## config.mk

```make
export PLATFORM = sky130hd
export DESIGN_NAME = qspi_mem_target
export DESIGN_NICKNAME = d
export VERILOG_FILES = /design/src/rtl/qspi_mem_target.sv
export SDC_FILE = /design/constraint.sdc
export NUM_CORES = 1
export LEC_CHECK = 0
export ABC_AREA = 1
export BUFFER_PORTS_ARGS = -buffer_cell sky130_fd_sc_hd__buf_2
export CORE_ASPECT_RATIO = 1.4
export CORE_UTILIZATION = 40
export DETAILED_ROUTE_END_ITERATION = 10
export PLACE_DENSITY = 0.59
export SLEW_MARGIN = 20
export SYNTH_ARGS = -nofsm -noshare
export SYNTH_HDL_FRONTEND = slang
export SYNTH_SLANG_ARGS = --single-unit
export TNS_END_PERCENT = 10
```

## constraint.sdc

```tcl
create_clock -name clk_i -period 2.6 [get_ports clk_i]
set_input_delay 0 -clock clk_i [delete_from_list [all_inputs] [get_ports clk_i]]
set_output_delay 0 -clock clk_i [all_outputs]
set_load 0.005 [all_outputs]
```

## src/rtl/qspi_mem_target.sv

```systemverilog
// QSPI memory target: quad-lane read (0xEB) / write (0x38) with a 24-bit address, bridged to a
// single-outstanding byte request interface. SCK, CS and data are oversampled in the clk_i domain.
module qspi_mem_target #(
  parameter int unsigned DUMMY = 6,
  parameter int unsigned SYNC  = 2
) (
  input  logic        clk_i,
  input  logic        rst_in,
  input  logic        cs_in,
  input  logic        sck_i,
  input  logic [3:0]  sd_i,
  output logic [3:0]  sd_o,
  output logic [3:0]  sd_oen_o,
  output logic        mem_req_o,
  output logic        mem_we_o,
  output logic [23:0] mem_adr_o,
  output logic [7:0]  mem_wdat_o,
  input  logic [7:0]  mem_rdat_i,
  input  logic        mem_ack_i
);

  typedef enum logic [2:0] {
    S_IDLE, S_CMD, S_ADDR, S_DUMMY, S_RDATA, S_WDATA, S_SKIP
  } state_e;

  logic [SYNC-1:0]      cs_sync_q, sck_sync_q, flush_q;
  logic [SYNC-1:0][3:0] sd_sync_q;
  logic                 cs_prev_q, sck_prev_q, armed_q;
  logic                 cs_s, sck_s;
  logic [3:0]           sd_s;
  logic                 cs_fall, cs_rise, sck_rise, sck_fall;

  assign cs_s     = cs_sync_q[SYNC-1];
  assign sck_s    = sck_sync_q[SYNC-1];
  assign sd_s     = sd_sync_q[SYNC-1];
  assign cs_fall  = armed_q & cs_prev_q & ~cs_s;
  assign cs_rise  = ~cs_prev_q & cs_s;
  assign sck_rise = ~sck_prev_q & sck_s;
  assign sck_fall = sck_prev_q & ~sck_s;

  // NOTE: sequential state uses non-blocking assignments only, so every flop samples pre-edge values.
  always_ff @(posedge clk_i or negedge rst_in) begin
    if (!rst_in) begin
      cs_sync_q  <= '1;
      sck_sync_q <= '0;
      sd_sync_q  <= '0;
      flush_q    <= '0;
      cs_prev_q  <= 1'b1;
      sck_prev_q <= 1'b0;
      armed_q    <= 1'b0;
    end else begin
      cs_sync_q  <= {cs_sync_q[SYNC-2:0], cs_in};
      sck_sync_q <= {sck_sync_q[SYNC-2:0], sck_i};
      sd_sync_q  <= {sd_sync_q[SYNC-2:0], sd_i};
      flush_q    <= {flush_q[SYNC-2:0], 1'b1};
      cs_prev_q  <= cs_s;
      sck_prev_q <= sck_s;
      // Decode only after CS has been seen high with the reset value flushed out of the synchronizer.
      if (flush_q[SYNC-1] && cs_s) armed_q <= 1'b1;
    end
  end

  state_e      state_q, state_d;
  logic [3:0]  cnt_q, cnt_d, hold_q, hold_d, sd_q, sd_d, oen_q, oen_d;
  logic        rd_q, rd_d;
  logic [23:0] adr_q, adr_d;
  // In-flight request, plus a one-entry slot holding the next request until the bus is free.
  logic        req_q, req_d, we_q, we_d, stale_q, stale_d;
  logic [23:0] madr_q, madr_d, sadr_q, sadr_d;
  logic [7:0]  wdat_q, wdat_d, swdat_q, swdat_d;
  logic        sv_q, sv_d, swe_q, swe_d;
  logic [7:0]  buf_q, buf_d, rbyte;
  logic        bufv_q, bufv_d;
  logic [23:0] nxt_adr;

  // NOTE: every always_comb output gets a default first, so no path can infer a latch.
  always_comb begin
    state_d = state_q; cnt_d = cnt_q; hold_d = hold_q; rd_d = rd_q; adr_d = adr_q;
    sd_d = sd_q; oen_d = oen_q;
    req_d = req_q; we_d = we_q; madr_d = madr_q; wdat_d = wdat_q; stale_d = stale_q;
    sv_d = sv_q; swe_d = swe_q; sadr_d = sadr_q; swdat_d = swdat_q;
    buf_d = buf_q; bufv_d = bufv_q;
    rbyte = 8'hFF;
    nxt_adr = adr_q + 24'd1;

    if (req_q && mem_ack_i) begin
      req_d = 1'b0;
      if (!we_q && !stale_q) begin
        buf_d  = mem_rdat_i;
        bufv_d = 1'b1;
      end
    end
    if (!req_q && sv_q) begin
      req_d = 1'b1; we_d = swe_q; madr_d = sadr_q; wdat_d = swdat_q;
      stale_d = 1'b0; sv_d = 1'b0;
    end

    if (cs_rise) begin
      state_d = S_IDLE;
      oen_d   = 4'hF;
      stale_d = 1'b1;
      bufv_d  = 1'b0;
      if (!swe_q) sv_d = 1'b0;
    end else begin
      unique case (state_q)
        S_IDLE: if (cs_fall) begin
          state_d = S_CMD;
          cnt_d   = '0;
        end
        S_CMD: if (sck_rise) begin
          if (cnt_q == 4'd0) begin
            hold_d = sd_s;
            cnt_d  = 4'd1;
          end else begin
            cnt_d = '0;
            case ({hold_q, sd_s})
              8'hEB:   begin state_d = S_ADDR; rd_d = 1'b1; end
              8'h38:   begin state_d = S_ADDR; rd_d = 1'b0; end
              default: state_d = S_SKIP;
            endcase
          end
        end
        S_ADDR: if (sck_rise) begin
          adr_d = {adr_q[19:0], sd_s};
          cnt_d = cnt_q + 4'd1;
          if (cnt_q == 4'd5) begin
            cnt_d   = '0;
            state_d = rd_q ? S_DUMMY : S_WDATA;
            if (rd_q) begin
              bufv_d = 1'b0;
              if (!(sv_d && swe_d)) begin
                sv_d = 1'b1; swe_d = 1'b0; sadr_d = {adr_q[19:0], sd_s};
              end
            end
          end
        end
        S_DUMMY, S_RDATA: begin
          if (state_q == S_DUMMY && sck_rise) cnt_d = cnt_q + 4'd1;
          if (sck_fall && state_q == S_RDATA && !cnt_q[0]) begin
            sd_d  = hold_q;
            cnt_d = 4'd1;
          end else if (sck_fall && (state_q == S_RDATA || cnt_q == 4'(DUMMY))) begin
            // High-nibble launch: consume the buffered byte (or 0xFF on a miss) and prefetch the next.
            state_d = S_RDATA;
            oen_d   = 4'h0;
            cnt_d   = '0;
            if (bufv_d) rbyte = buf_d;
            sd_d    = rbyte[7:4];
            hold_d  = rbyte[3:0];
            bufv_d  = 1'b0;
            adr_d   = nxt_adr;
            if (req_d && !we_d) stale_d = 1'b1;
            if (!(sv_d && swe_d)) begin
              sv_d = 1'b1; swe_d = 1'b0; sadr_d = nxt_adr;
            end
          end
        end
        S_WDATA: if (sck_rise) begin
          if (!cnt_q[0]) begin
            hold_d = sd_s;
            cnt_d  = 4'd1;
          end else begin
            cnt_d = '0;
            adr_d = nxt_adr;
            if (!sv_d && !(req_d && we_d)) begin
              sv_d = 1'b1; swe_d = 1'b1; sadr_d = adr_q; swdat_d = {hold_q, sd_s};
            end
          end
        end
        S_SKIP: ;
        default: state_d = S_IDLE;
      endcase
    end
  end

  always_ff @(posedge clk_i or negedge rst_in) begin
    if (!rst_in) begin
      state_q <= S_IDLE; cnt_q <= '0; hold_q <= '0; rd_q <= 1'b0; adr_q <= '0;
      sd_q <= 4'h0; oen_q <= 4'hF;
      req_q <= 1'b0; we_q <= 1'b0; madr_q <= '0; wdat_q <= '0; stale_q <= 1'b0;
      sv_q <= 1'b0; swe_q <= 1'b0; sadr_q <= '0; swdat_q <= '0;
      buf_q <= '0; bufv_q <= 1'b0;
    end else begin
      state_q <= state_d; cnt_q <= cnt_d; hold_q <= hold_d; rd_q <= rd_d; adr_q <= adr_d;
      sd_q <= sd_d; oen_q <= oen_d;
      req_q <= req_d; we_q <= we_d; madr_q <= madr_d; wdat_q <= wdat_d; stale_q <= stale_d;
      sv_q <= sv_d; swe_q <= swe_d; sadr_q <= sadr_d; swdat_q <= swdat_d;
      buf_q <= buf_d; bufv_q <= bufv_d;
    end
  end

  assign sd_o       = sd_q;
  assign sd_oen_o   = oen_q;
  assign mem_req_o  = req_q;
  assign mem_we_o   = we_q;
  assign mem_adr_o  = madr_q;
  assign mem_wdat_o = wdat_q;

endmodule

```

==> impl_metrics.json <==
{
  "status": "completed",
  "syn_inst": 875,
  "wire_per_inst_um": 14.7,
  "ys_top_cells_by_area": "dfrtp_1 (47%), nand2_1 (14%), nand3_1 (6.1%)",
  "grt_pass1_vias": 5857,
  "synth_seq_cells": 136,
  "p_sw_mw": 3.31,
  "io_buffers": 58,
  "grt_max_degree": 75,
  "syn_area_mm2": 0.00707,
  "drc": 0,
  "synth_nets": 897,
  "layout.nets": 978,
  "timing.fmax_mhz": 479,
  "max-cap-violations": 0,
  "grt_pass1_wl_mm": 29.6,
  "post-route-period-util_pct": 80.2,
  "arrival_ps": 2450,
  "multiInputGateArea_mm2": 0.00320,
  "maxSlewViolCount": 0,
  "max_slew_margin_pct": 53.1,
  "synthFlopType": "dfrtp_1",
  "initial_core_util_pct": 40.8,
  "wl_mm": 17.8,
  "drt_first_pass_iters": 4,
  "ctsLongestPathBuffers": 2,
  "hpwl_mm": 12.6,
  "leakagePower_nw": 4.31,
  "clk_pin_slew_ps": 60,
  "via_count": 5966,
  "cp.required_ps": 2960,
  "h-tree-depth": 4,
  "die_area_mm2": 0.0182,
  "drive_above_1_share_pct": 18.7,
  "ant_nets": 0,
  "fill_cells": 1654,
  "hold_violations": 0,
  "ir_worst_vdd_v": 0.000477,
  "critPathKind": "flop to flop",
  "synth_cell_types": 44,
  "worst_slew_pin_slew_ps": 698,
  "reg2reg_slack_ps": 510,
  "p_sw_share_pct": 39.3,
  "track_usage_pct": 20.9,
  "setup_tns_ps": 0,
  "p_comb_share_pct": 32.7,
  "synth_top_cell_area_share_pct": 46.7,
  "yosys_warnings": 0,
  "hold_path.class": "primary input to async pin",
  "power_mw": 8.41,
  "initialDrtViolationCount": 357,
  "die_h_um": 159,
  "fp.coreArea_mm2": 0.0173,
  "synth_top_area_cell": "dfrtp_1",
  "rsz0062_at_grt": "false",
  "yosysMostFrequentCell": "nand2_1",
  "clock-sinks": 136,
  "r2r-end": "sadr_q[15]",
  "grt_overflow": 0,
  "cp_max_fo": 28,
  "die_x_um": 114,
  "start_kind": "flop",
  "antenna-diode-count": 0,
  "p_clk_share_pct": 28.7,
  "finalSetupViolCount": 0,
  "rows": 57,
  "yosys-top-cells-count": "nand2_1 (272), dfrtp_1 (132), nor2_1 (96)",
  "gp_congestion": 0.933,
  "p_int_mw": 5.10,
  "syn_avg_cell_area_um2": 8.08,
  "via_per_inst": 4.95,
  "synthToLayoutAreaGrowth_pct": 18.5,
  "fin_crit_ps": 2090,
  "reg2reg_depth": 12,
  "cp-end-kind": "flop",
  "cts_tree": "done",
  "p_per_area_mw_per_mm2": 1000,
  "pwr-share-seq_pct": 38.6,
  "clock_skew_ps": 8.20,
  "cts-buffers-inserted": 17,
  "ioPinCount": 59,
  "rr_startpoint": "state_q[1]",
  "synth_edf_count": 0,
  "async_reset_ff_share_pct": 100,
  "final-seq-area_mm2": 0.00341,
  "cts_root_buf": "clkbuf_16",
  "antenna_found_initial": 0,
  "ys_seq_area_share_pct": 48.2,
  "cts_resized": 0,
  "clock_latency_ps": 420
}
power groups by stage:
stage          Clock, mW  Sequential (mW)  Combinational (mW)
2_1_floorplan          0             3.08                2.06
3_3_place_gp           0             3.29                2.71
3_5_place_dp           0             3.28                2.74
4_1_cts             2.45             3.25                2.77
5_1_grt             2.54             3.34                3.13
6_report            2.41             3.24                2.75
metrics by stage:
step	std cells	util [%]	area [µm²]	worst slack, ps	hold slack [ps]
final	1205	48.3	8380	514	2.08
after global routing	1205	48.3	8380	348	29.5
after CTS	1205	48.3	8380	514	6.01
after detailed placement	1157	44.1	7640	530	-114
after global placement	1157	44.1	7640	542	-118
after floorplan	875	-	7070	728	-296
what timing repair did:
item / 4_1_cts / 5_1_grt
endpoints found under the hold margin: 151 / 0
buffers inserted: 0 / 0
hold buffers: 16 / 0
metal layers:
metal,global-route usage [%],part of all wire (%)
met1,25.0,43
met2,36.5,51
met3,3.65,3.2
met4,8.85,3.0
met5,0,0
how the worst max path moves through the flow:
stage | endpoint | depth (start not counted) | slack (ps) | startpoint
2_1_floorplan | sadr_q[13] | 12 | 730 | cnt_q[0]
3_5_place_dp | sadr_q[15] | 12 | 530 | state_q[1]
6_report | sadr_q[15] | 12 | 510 | state_q[1]
3_3_place_gp | sadr_q[15] | 12 | 540 | state_q[1]
4_1_cts | sadr_q[15] | 12 | 510 | state_q[1]
5_1_grt | sadr_q[15] | 12 | 350 | state_q[1]
final cells by class:
type | count | area share, %
Clock buffer | 19 | 5.17
Clock inverter | 13 | 1.75
Inverter | 77 | 3.48
Multi-Input combinational cell | 634 | 38.2
Sequential cell | 136 | 40.7
Tap cell | 236 | 3.53
Timing Repair Buffer | 90 | 7.18
cells in the final DEF (no fill, tap or decap), types with 4 or more instances in the layout:
| master | Yosys | routed |
|---|---|---|
| xor2_1 | 7 | 7 |
| inv_1 | 65 | 65 |
| ha_1 | 5 | 5 |
| nor2_1 | 96 | 96 |
| buf_4 | 6 | 14 |
| nand2_1 | 272 | 272 |
| buf_2 | 9 | 57 |
| dlygate4sd3_1 | 0 | 16 |
| clkinv_4 | 0 | 4 |
| dfstp_2 | 4 | 4 |
| nor3_1 | 6 | 6 |
| o211ai_1 | 10 | 10 |
| nand2_4 | 6 | 6 |
| nand3_1 | 86 | 86 |
| nand2_2 | 5 | 5 |
| or2_2 | 4 | 4 |
| o21ai_0 | 33 | 33 |
| mux2_2 | 31 | 31 |
| inv_2 | 10 | 10 |
| nand3b_1 | 4 | 4 |
| o21ai_1 | 15 | 15 |
| dfrtp_1 | 132 | 132 |
| nand4_1 | 7 | 7 |
| a21oi_1 | 25 | 25 |
| clkbuf_16 | 0 | 17 |
flip-flops by register name, indices dropped and copies added, names as in the netlist, 2 cells and up:
name	count
adr_q	24
mem_adr_o	24
sadr_q	24
buf_q	8
mem_wdat_o	8
swdat_q	8
cnt_q	4
hold_q	4
sd_o	4
sd_s	4
sd_sync_q	4
state_q	3
cs_sync_q	2
flush_q	2
sck_sync_q	2
worst max-delay path, cell delays in order (launching register included):
cell and delay (ps):
dfrtp_1 500, nand2_1 120, clkinv_1 110, nand2_4 100
nand2_8 170, nor2_8 290, inv_2 60, buf_4 200
nor2_1 160, nor2_1 60, nand2_1 70, nand3_1 90
nand2_1 80
logic make-up after synthesis:
logic type               after synthesis  synth area share (%)
flip-flops                           136                  48.2
other                                  1                0.0530
AND/OR/NAND/NOR                      500                  31.4
buffers and inverters                105                  6.53
multiplexers                          31                  4.94
adder cells (fa/ha/maj)                5                 0.885
AO/OA/AOI/OAI                         88                  6.76
XOR/XNOR                               9                  1.22
Note: power is estimated with default switching activity, not from simulation.
